==> src/rtl/cp0_interrupt_ctrl.sv <==
// Coprocessor-0 interrupt controller: Status/Cause/EPC/Count/Compare registers,
// interrupt source latching, and the request/handled handshake with the decoder.
module cp0_interrupt_ctrl #(
    parameter logic [31:0] ISR_VECTOR  = 32'h0000_0180,
    parameter int unsigned COUNT_WIDTH = 32
) (
    input  logic        clk,
    input  logic        rst,
    input  logic        cop_we,
    input  logic        cop_re,
    input  logic [4:0]  cop_addr,
    input  logic [31:0] cop_wdata,
    output logic [31:0] cop_rdata,
    input  logic [31:0] resume_pc,
    input  logic [6:0]  irq_in,
    output logic        interrupt_request,
    input  logic        interrupt_handled,
    output logic        pc_redirect,
    output logic [31:0] pc_target
);

    localparam logic [4:0] ADDR_COUNT   = 5'd9;
    localparam logic [4:0] ADDR_COMPARE = 5'd11;
    localparam logic [4:0] ADDR_STATUS  = 5'd12;
    localparam logic [4:0] ADDR_CAUSE   = 5'd13;
    localparam logic [4:0] ADDR_EPC     = 5'd14;

    localparam logic [1:0] ST_IDLE    = 2'd0;
    localparam logic [1:0] ST_PENDING = 2'd1;
    localparam logic [1:0] ST_SERVICE = 2'd2;

    localparam logic [COUNT_WIDTH-1:0] COUNT_ONE = {{(COUNT_WIDTH-1){1'b0}}, 1'b1};

    logic [1:0]             state_q, state_d;
    logic                   ie_q, ie_d;
    logic [7:0]             im_q, im_d;
    logic [7:0]             ip_q, ip_d;
    logic [31:0]            epc_q, epc_d;
    logic [COUNT_WIDTH-1:0] count_q, count_d;
    logic [COUNT_WIDTH-1:0] compare_q, compare_d;
    logic [6:0]             irq_q;

    logic        wr_count_s;
    logic        wr_compare_s;
    logic        wr_status_s;
    logic        wr_cause_s;
    logic        wr_epc_s;
    logic        handled_s;
    logic        pend_s;
    logic        timer_hit_s;
    logic [7:0]  ip_set_s;
    logic [7:0]  ip_clr_s;
    logic [31:0] count_ext_s;
    logic [31:0] compare_ext_s;
    logic [31:0] rdata_s;

    assign wr_count_s   = cop_we && (cop_addr == ADDR_COUNT);
    assign wr_compare_s = cop_we && (cop_addr == ADDR_COMPARE);
    assign wr_status_s  = cop_we && (cop_addr == ADDR_STATUS);
    assign wr_cause_s   = cop_we && (cop_addr == ADDR_CAUSE);
    assign wr_epc_s     = cop_we && (cop_addr == ADDR_EPC);

    assign handled_s   = (state_q == ST_PENDING) && interrupt_handled;
    assign pend_s      = |(ip_q & im_q);
    assign timer_hit_s = (count_q == compare_q);

    // Interrupt-pending bits: new sources win over W1C, a Compare write beats the timer hit.
    always_comb begin
        ip_set_s = {timer_hit_s && !wr_compare_s, irq_in & ~irq_q};
        if (wr_cause_s) begin
            ip_clr_s = cop_wdata[15:8];
        end else begin
            ip_clr_s = 8'h00;
        end
        ip_d = (ip_q & ~ip_clr_s) | ip_set_s;
        if (wr_compare_s) begin
            ip_d[7] = 1'b0;
        end else begin
            ip_d[7] = ip_d[7];
        end
    end

    // Status register; taking an interrupt forces IE low regardless of a concurrent write.
    always_comb begin
        ie_d = ie_q;
        im_d = im_q;
        if (wr_status_s) begin
            ie_d = cop_wdata[0];
            im_d = cop_wdata[15:8];
        end else begin
            ie_d = ie_q;
            im_d = im_q;
        end
        if (handled_s) begin
            ie_d = 1'b0;
        end else begin
            ie_d = ie_d;
        end
    end

    // EPC, Count and Compare next-state; hardware EPC capture beats a software write.
    always_comb begin
        if (handled_s) begin
            epc_d = resume_pc;
        end else if (wr_epc_s) begin
            epc_d = cop_wdata;
        end else begin
            epc_d = epc_q;
        end

        if (wr_count_s) begin
            count_d = cop_wdata[COUNT_WIDTH-1:0];
        end else begin
            count_d = count_q + COUNT_ONE;
        end

        if (wr_compare_s) begin
            compare_d = cop_wdata[COUNT_WIDTH-1:0];
        end else begin
            compare_d = compare_q;
        end
    end

    // Request/service state machine.
    always_comb begin
        state_d = state_q;
        case (state_q)
            ST_IDLE: begin
                if (ie_q && pend_s) begin
                    state_d = ST_PENDING;
                end else begin
                    state_d = ST_IDLE;
                end
            end
            ST_PENDING: begin
                if (interrupt_handled) begin
                    state_d = ST_SERVICE;
                end else if (!(ie_q && pend_s)) begin
                    state_d = ST_IDLE;
                end else begin
                    state_d = ST_PENDING;
                end
            end
            ST_SERVICE: begin
                // Re-arm decision uses the mask being written, not the stale one.
                if (wr_status_s && cop_wdata[0]) begin
                    if (|(ip_q & cop_wdata[15:8])) begin
                        state_d = ST_PENDING;
                    end else begin
                        state_d = ST_IDLE;
                    end
                end else begin
                    state_d = ST_SERVICE;
                end
            end
            default: begin
                state_d = ST_IDLE;
            end
        endcase
    end

    // Zero-extend the timer registers to the 32-bit read bus.
    always_comb begin
        count_ext_s                     = 32'h0000_0000;
        count_ext_s[COUNT_WIDTH-1:0]    = count_q;
        compare_ext_s                   = 32'h0000_0000;
        compare_ext_s[COUNT_WIDTH-1:0]  = compare_q;
    end

    // MFC0 read mux.
    always_comb begin
        rdata_s = 32'h0000_0000;
        if (cop_re) begin
            case (cop_addr)
                ADDR_COUNT:   rdata_s = count_ext_s;
                ADDR_COMPARE: rdata_s = compare_ext_s;
                ADDR_STATUS:  rdata_s = {16'h0000, im_q, 7'h00, ie_q};
                ADDR_CAUSE:   rdata_s = {16'h0000, ip_q, 8'h00};
                ADDR_EPC:     rdata_s = epc_q;
                default:      rdata_s = 32'h0000_0000;
            endcase
        end else begin
            rdata_s = 32'h0000_0000;
        end
    end

    // State registers with synchronous reset.
    always_ff @(posedge clk) begin
        if (rst) begin
            state_q   <= ST_IDLE;
            ie_q      <= 1'b0;
            im_q      <= 8'h00;
            ip_q      <= 8'h00;
            epc_q     <= 32'h0000_0000;
            count_q   <= {COUNT_WIDTH{1'b0}};
            compare_q <= {COUNT_WIDTH{1'b0}};
            irq_q     <= 7'h00;
        end else begin
            state_q   <= state_d;
            ie_q      <= ie_d;
            im_q      <= im_d;
            ip_q      <= ip_d;
            epc_q     <= epc_d;
            count_q   <= count_d;
            compare_q <= compare_d;
            irq_q     <= irq_in;
        end
    end

    assign cop_rdata         = rdata_s;
    assign interrupt_request = (state_q == ST_PENDING);
    assign pc_redirect       = handled_s;
    assign pc_target         = ISR_VECTOR;

endmodule

==> config.mk <==
export PLATFORM = sky130hd
export DESIGN_NAME = cp0_interrupt_ctrl
export DESIGN_NICKNAME = d
export VERILOG_FILES = /design/src/rtl/cp0_interrupt_ctrl.sv
export SDC_FILE = /design/constraint.sdc
export NUM_CORES = 1
export LEC_CHECK = 0
export BUFFER_PORTS_ARGS = -buffer_cell sky130_fd_sc_hd__buf_2
export CORE_ASPECT_RATIO = 1.1
export CORE_MARGIN = 2
export CORE_UTILIZATION = 45
export CTS_BUF_LIST = sky130_fd_sc_hd__clkbuf_8
export CTS_CLUSTER_DIAMETER = 40
export DETAILED_ROUTE_END_ITERATION = 10
export PLACE_DENSITY = 0.69
export SETUP_SLACK_MARGIN = 0.15
export SLEW_MARGIN = 10
export SYNTH_ARGS = -nofsm -noshare
export SYNTH_HDL_FRONTEND = slang
export SYNTH_SLANG_ARGS = --single-unit
==> constraint.sdc <==
create_clock -name clk -period 1.9 [get_ports clk]
set_input_delay 0.19 -clock clk [delete_from_list [all_inputs] [get_ports clk]]
set_output_delay 0.19 -clock clk [all_outputs]
set_load 0.02 [all_outputs]
==> impl_metrics.json <==
{
  "status": "finished, final reports clean",
  "min_path_type": "input pin to register",
  "drt_pass1_iterations": 9,
  "ir_drop_v": 0.000623,
  "die_area_sq_mm": 0.0158,
  "worst-path-buf-inv": 1,
  "drive_gt1_frac": 0.268,
  "clockBufferDepth": 2,
  "fin_setup_tns_ns": 0,
  "track_usage": 0.254,
  "yosysSeqAreaShare": 0.367,
  "required_ns": 1.71,
  "vias_per_cell": 5.50,
  "total_power_uw": 6050,
  "crit_slowest_cell": "dfxtp_2",
  "drv_cap": 0,
  "yosysUniqueCellTypes": 47,
  "max-slew-margin-rel": 0.640,
  "cts_sinks": 122,
  "synth.area.top_cells": "dfxtp_1, nand2_1, nor2_1, xnor2_1, a222oi_1",
  "post-synth-top-area-cell": "dfxtp_1",
  "finalWeightedCongestion": 0.912,
  "ios": 147,
  "cts_max_level": 4,
  "drt_wl_total_microns": 20900,
  "synth_cells": 822,
  "finalClockSkew_ns": 0.00824,
  "io_buffers": 114,
  "rows": 46,
  "worst_pin_slew_ns": 0.541,
  "grt_pass1_wl_microns": 32100,
  "avgSynthCellArea_sq_um": 8.11,
  "regArea_sq_mm": 0.00247,
  "fin_crit_sh": 0.985,
  "cp_cell_sequence": "mux2_4, a222oi_1, a21oi_1, buf_4",
  "dieHeight_microns": 132,
  "area_growth_pct": 32.1,
  "fillers": 1264,
  "rsz0062_at_grt": "true",
  "die_w_microns": 120,
  "endpoint_kind": "primary output",
  "first_iter_violations": 694,
  "ant_nets": 0,
  "layout_common_cells": "nand2_1, dfxtp_1, nor2_1",
  "n_antenna_cell": 0,
  "cts_buffers": 17,
  "ys_ff_latch": 122,
  "critical_path.max_stage_delay_ns": 0.33,
  "setup_viol": 0,
  "fin_nets": 1082,
  "synth-edff-count": 0,
  "crit_family": "compound AO/OA/AOI/OAI gates",
  "async_flop_share": 0,
  "cts_root_buf": "clkbuf_8",
  "initial_core_util": 0.461,
  "insertion_delay_ns": 0.45,
  "multiInputGateArea_sq_mm": 0.00379,
  "antenna_found_initial": 0,
  "path_max_fanout": 3,
  "cp.arrival_ns": 1.68,
  "drc": 0,
  "synthesis.area_sq_mm": 0.00666,
  "path_class": "register to primary output",
  "grt_pass1_vias": 6205,
  "synthDominantCellAreaShare": 0.367,
  "ys.flop_type": "dfxtp_1",
  "vias": 6633,
  "fin_crit_ns": 1.87,
  "final_common_cell": "nand2_1",
  "cts_tree": "built",
  "fmax_mhz": 534,
  "power.leakage_uw": 0.00329,
  "core_sq_mm": 0.0144,
  "wl_per_cell_microns": 17.3,
  "post-dp-hpwl_microns": 13800,
  "grt_overflow_total": 0,
  "hold_viol_final": 0,
  "cts.reportedPaths.clkPinSlew_ns": 0.07,
  "p_per_area_mw_per_mm2": 688,
  "yosys_warnings": 0,
  "start_kind": "register",
  "slew_violations": 0,
  "grt_max_degree": 39
}
-- flip-flops by register name (all words and copies together) (netlist names) --
name           flops
count_ext_s       32
irq_q              7
state_q            2
ie_q               1
ip_q               8
compare_ext_s     32
epc_q             32
im_q               8
-- metrics by stage --
| stage | cell area (sq um) | setup slack [ns] | cells | hold WS (ns) | util |
|---|---|---|---|---|---|
| floorplan | 6780 | 0.248 | 852 | 0.299 | - |
| global placement | 7360 | 0.110 | 1094 | 0.412 | 0.510 |
| detailed placement | 7360 | 0.0511 | 1094 | 0.416 | 0.510 |
| CTS | 8550 | 0.0163 | 1195 | 0.00268 | 0.592 |
| global route | 8800 | -0.0258 | 1205 | 0.0159 | 0.609 |
| finish | 8800 | 0.0276 | 1205 | 0.0202 | 0.609 |
-- final timing paths --
path                                         from               end  slack [ns]  cells past startpoint
worst max-delay path                      im_q[4]     cop_rdata[12]        0.03                      4
worst max register to register  compare_ext_s[25]           ip_q[7]        0.19                      5
worst min-delay path                 resume_pc[8]          epc_q[8]        0.02                      3
worst min register to register   compare_ext_s[1]  compare_ext_s[1]        0.48                      2
-- power by group --
part	total [uW]	internal, uW	switching (uW)
Clock	2720	1660	1060
Sequential	2670	2620	50.4
Combinational	664	305	359
Total	6050	4580	1470
-- repair_timing --
item,in CTS,in global routing
setup endpoints to repair,11,39
gates resized for setup,24,45
hold buffers,58,0
pin swaps,16,12
buffers inserted,11,7
cloned,0,3
hold endpoints to repair,65,0
-- cells in the mapped netlist, types with 3 or more instances --
master,count
inv_1,3
nand4_1,24
dfxtp_1,122
nand3_1,12
xnor2_1,40
mux2i_1,9
xor2_1,21
mux2_2,8
nor2_1,102
nand2_1,167
a311oi_1,32
o21ai_0,5
a21oi_1,52
a22oi_1,9
buf_4,41
clkbuf_2,3
and2_1,3
and3_1,5
nor2b_1,16
buf_2,15
a222oi_1,32
a211oi_2,20
nor4_1,4
buf_6,6
a211oi_1,4
clkbuf_1,36
nor3_1,3
nor3_2,3
-- cell families (layout without fill, tap and decap cells) --
family | count (synthesis) | in the layout | synth area share
xor+xnor | 61 | 61 | 0.0802
fa+ha+maj | 1 | 1 | 0.00188
buf+inv | 105 | 266 | 0.0924
compound gates | 159 | 159 | 0.191
mux | 17 | 17 | 0.0270
simple gates | 355 | 355 | 0.240
other cells | 2 | 32 | 0.00113
flops | 122 | 122 | 0.367
-- per-layer routing --
metal / global-route usage / vias up / share of wire
met5: 0 / - / 0
li1: - / 3183 / -
met4: 0.0954 / 0 / 0.028
met2: 0.434 / 300 / 0.49
met3: 0.0560 / 63 / 0.076
met1: 0.311 / 3087 / 0.40
-- final cells by class --
cell class | count | area share
repair buffers | 230 | 0.207
clock inverters | 12 | 0.0223
well taps | 192 | 0.0273
inverters | 4 | 0.00171
multi-input cells | 625 | 0.431
flip-flops and latches | 122 | 0.280
clock buffers | 20 | 0.0313
-- worst min-delay path, cell delays in order --
cell and delay (ns):
buf_2 0.09, nand2_1 0.06, a311oi_1 0.08
Power figures use the tool's default switching activity.
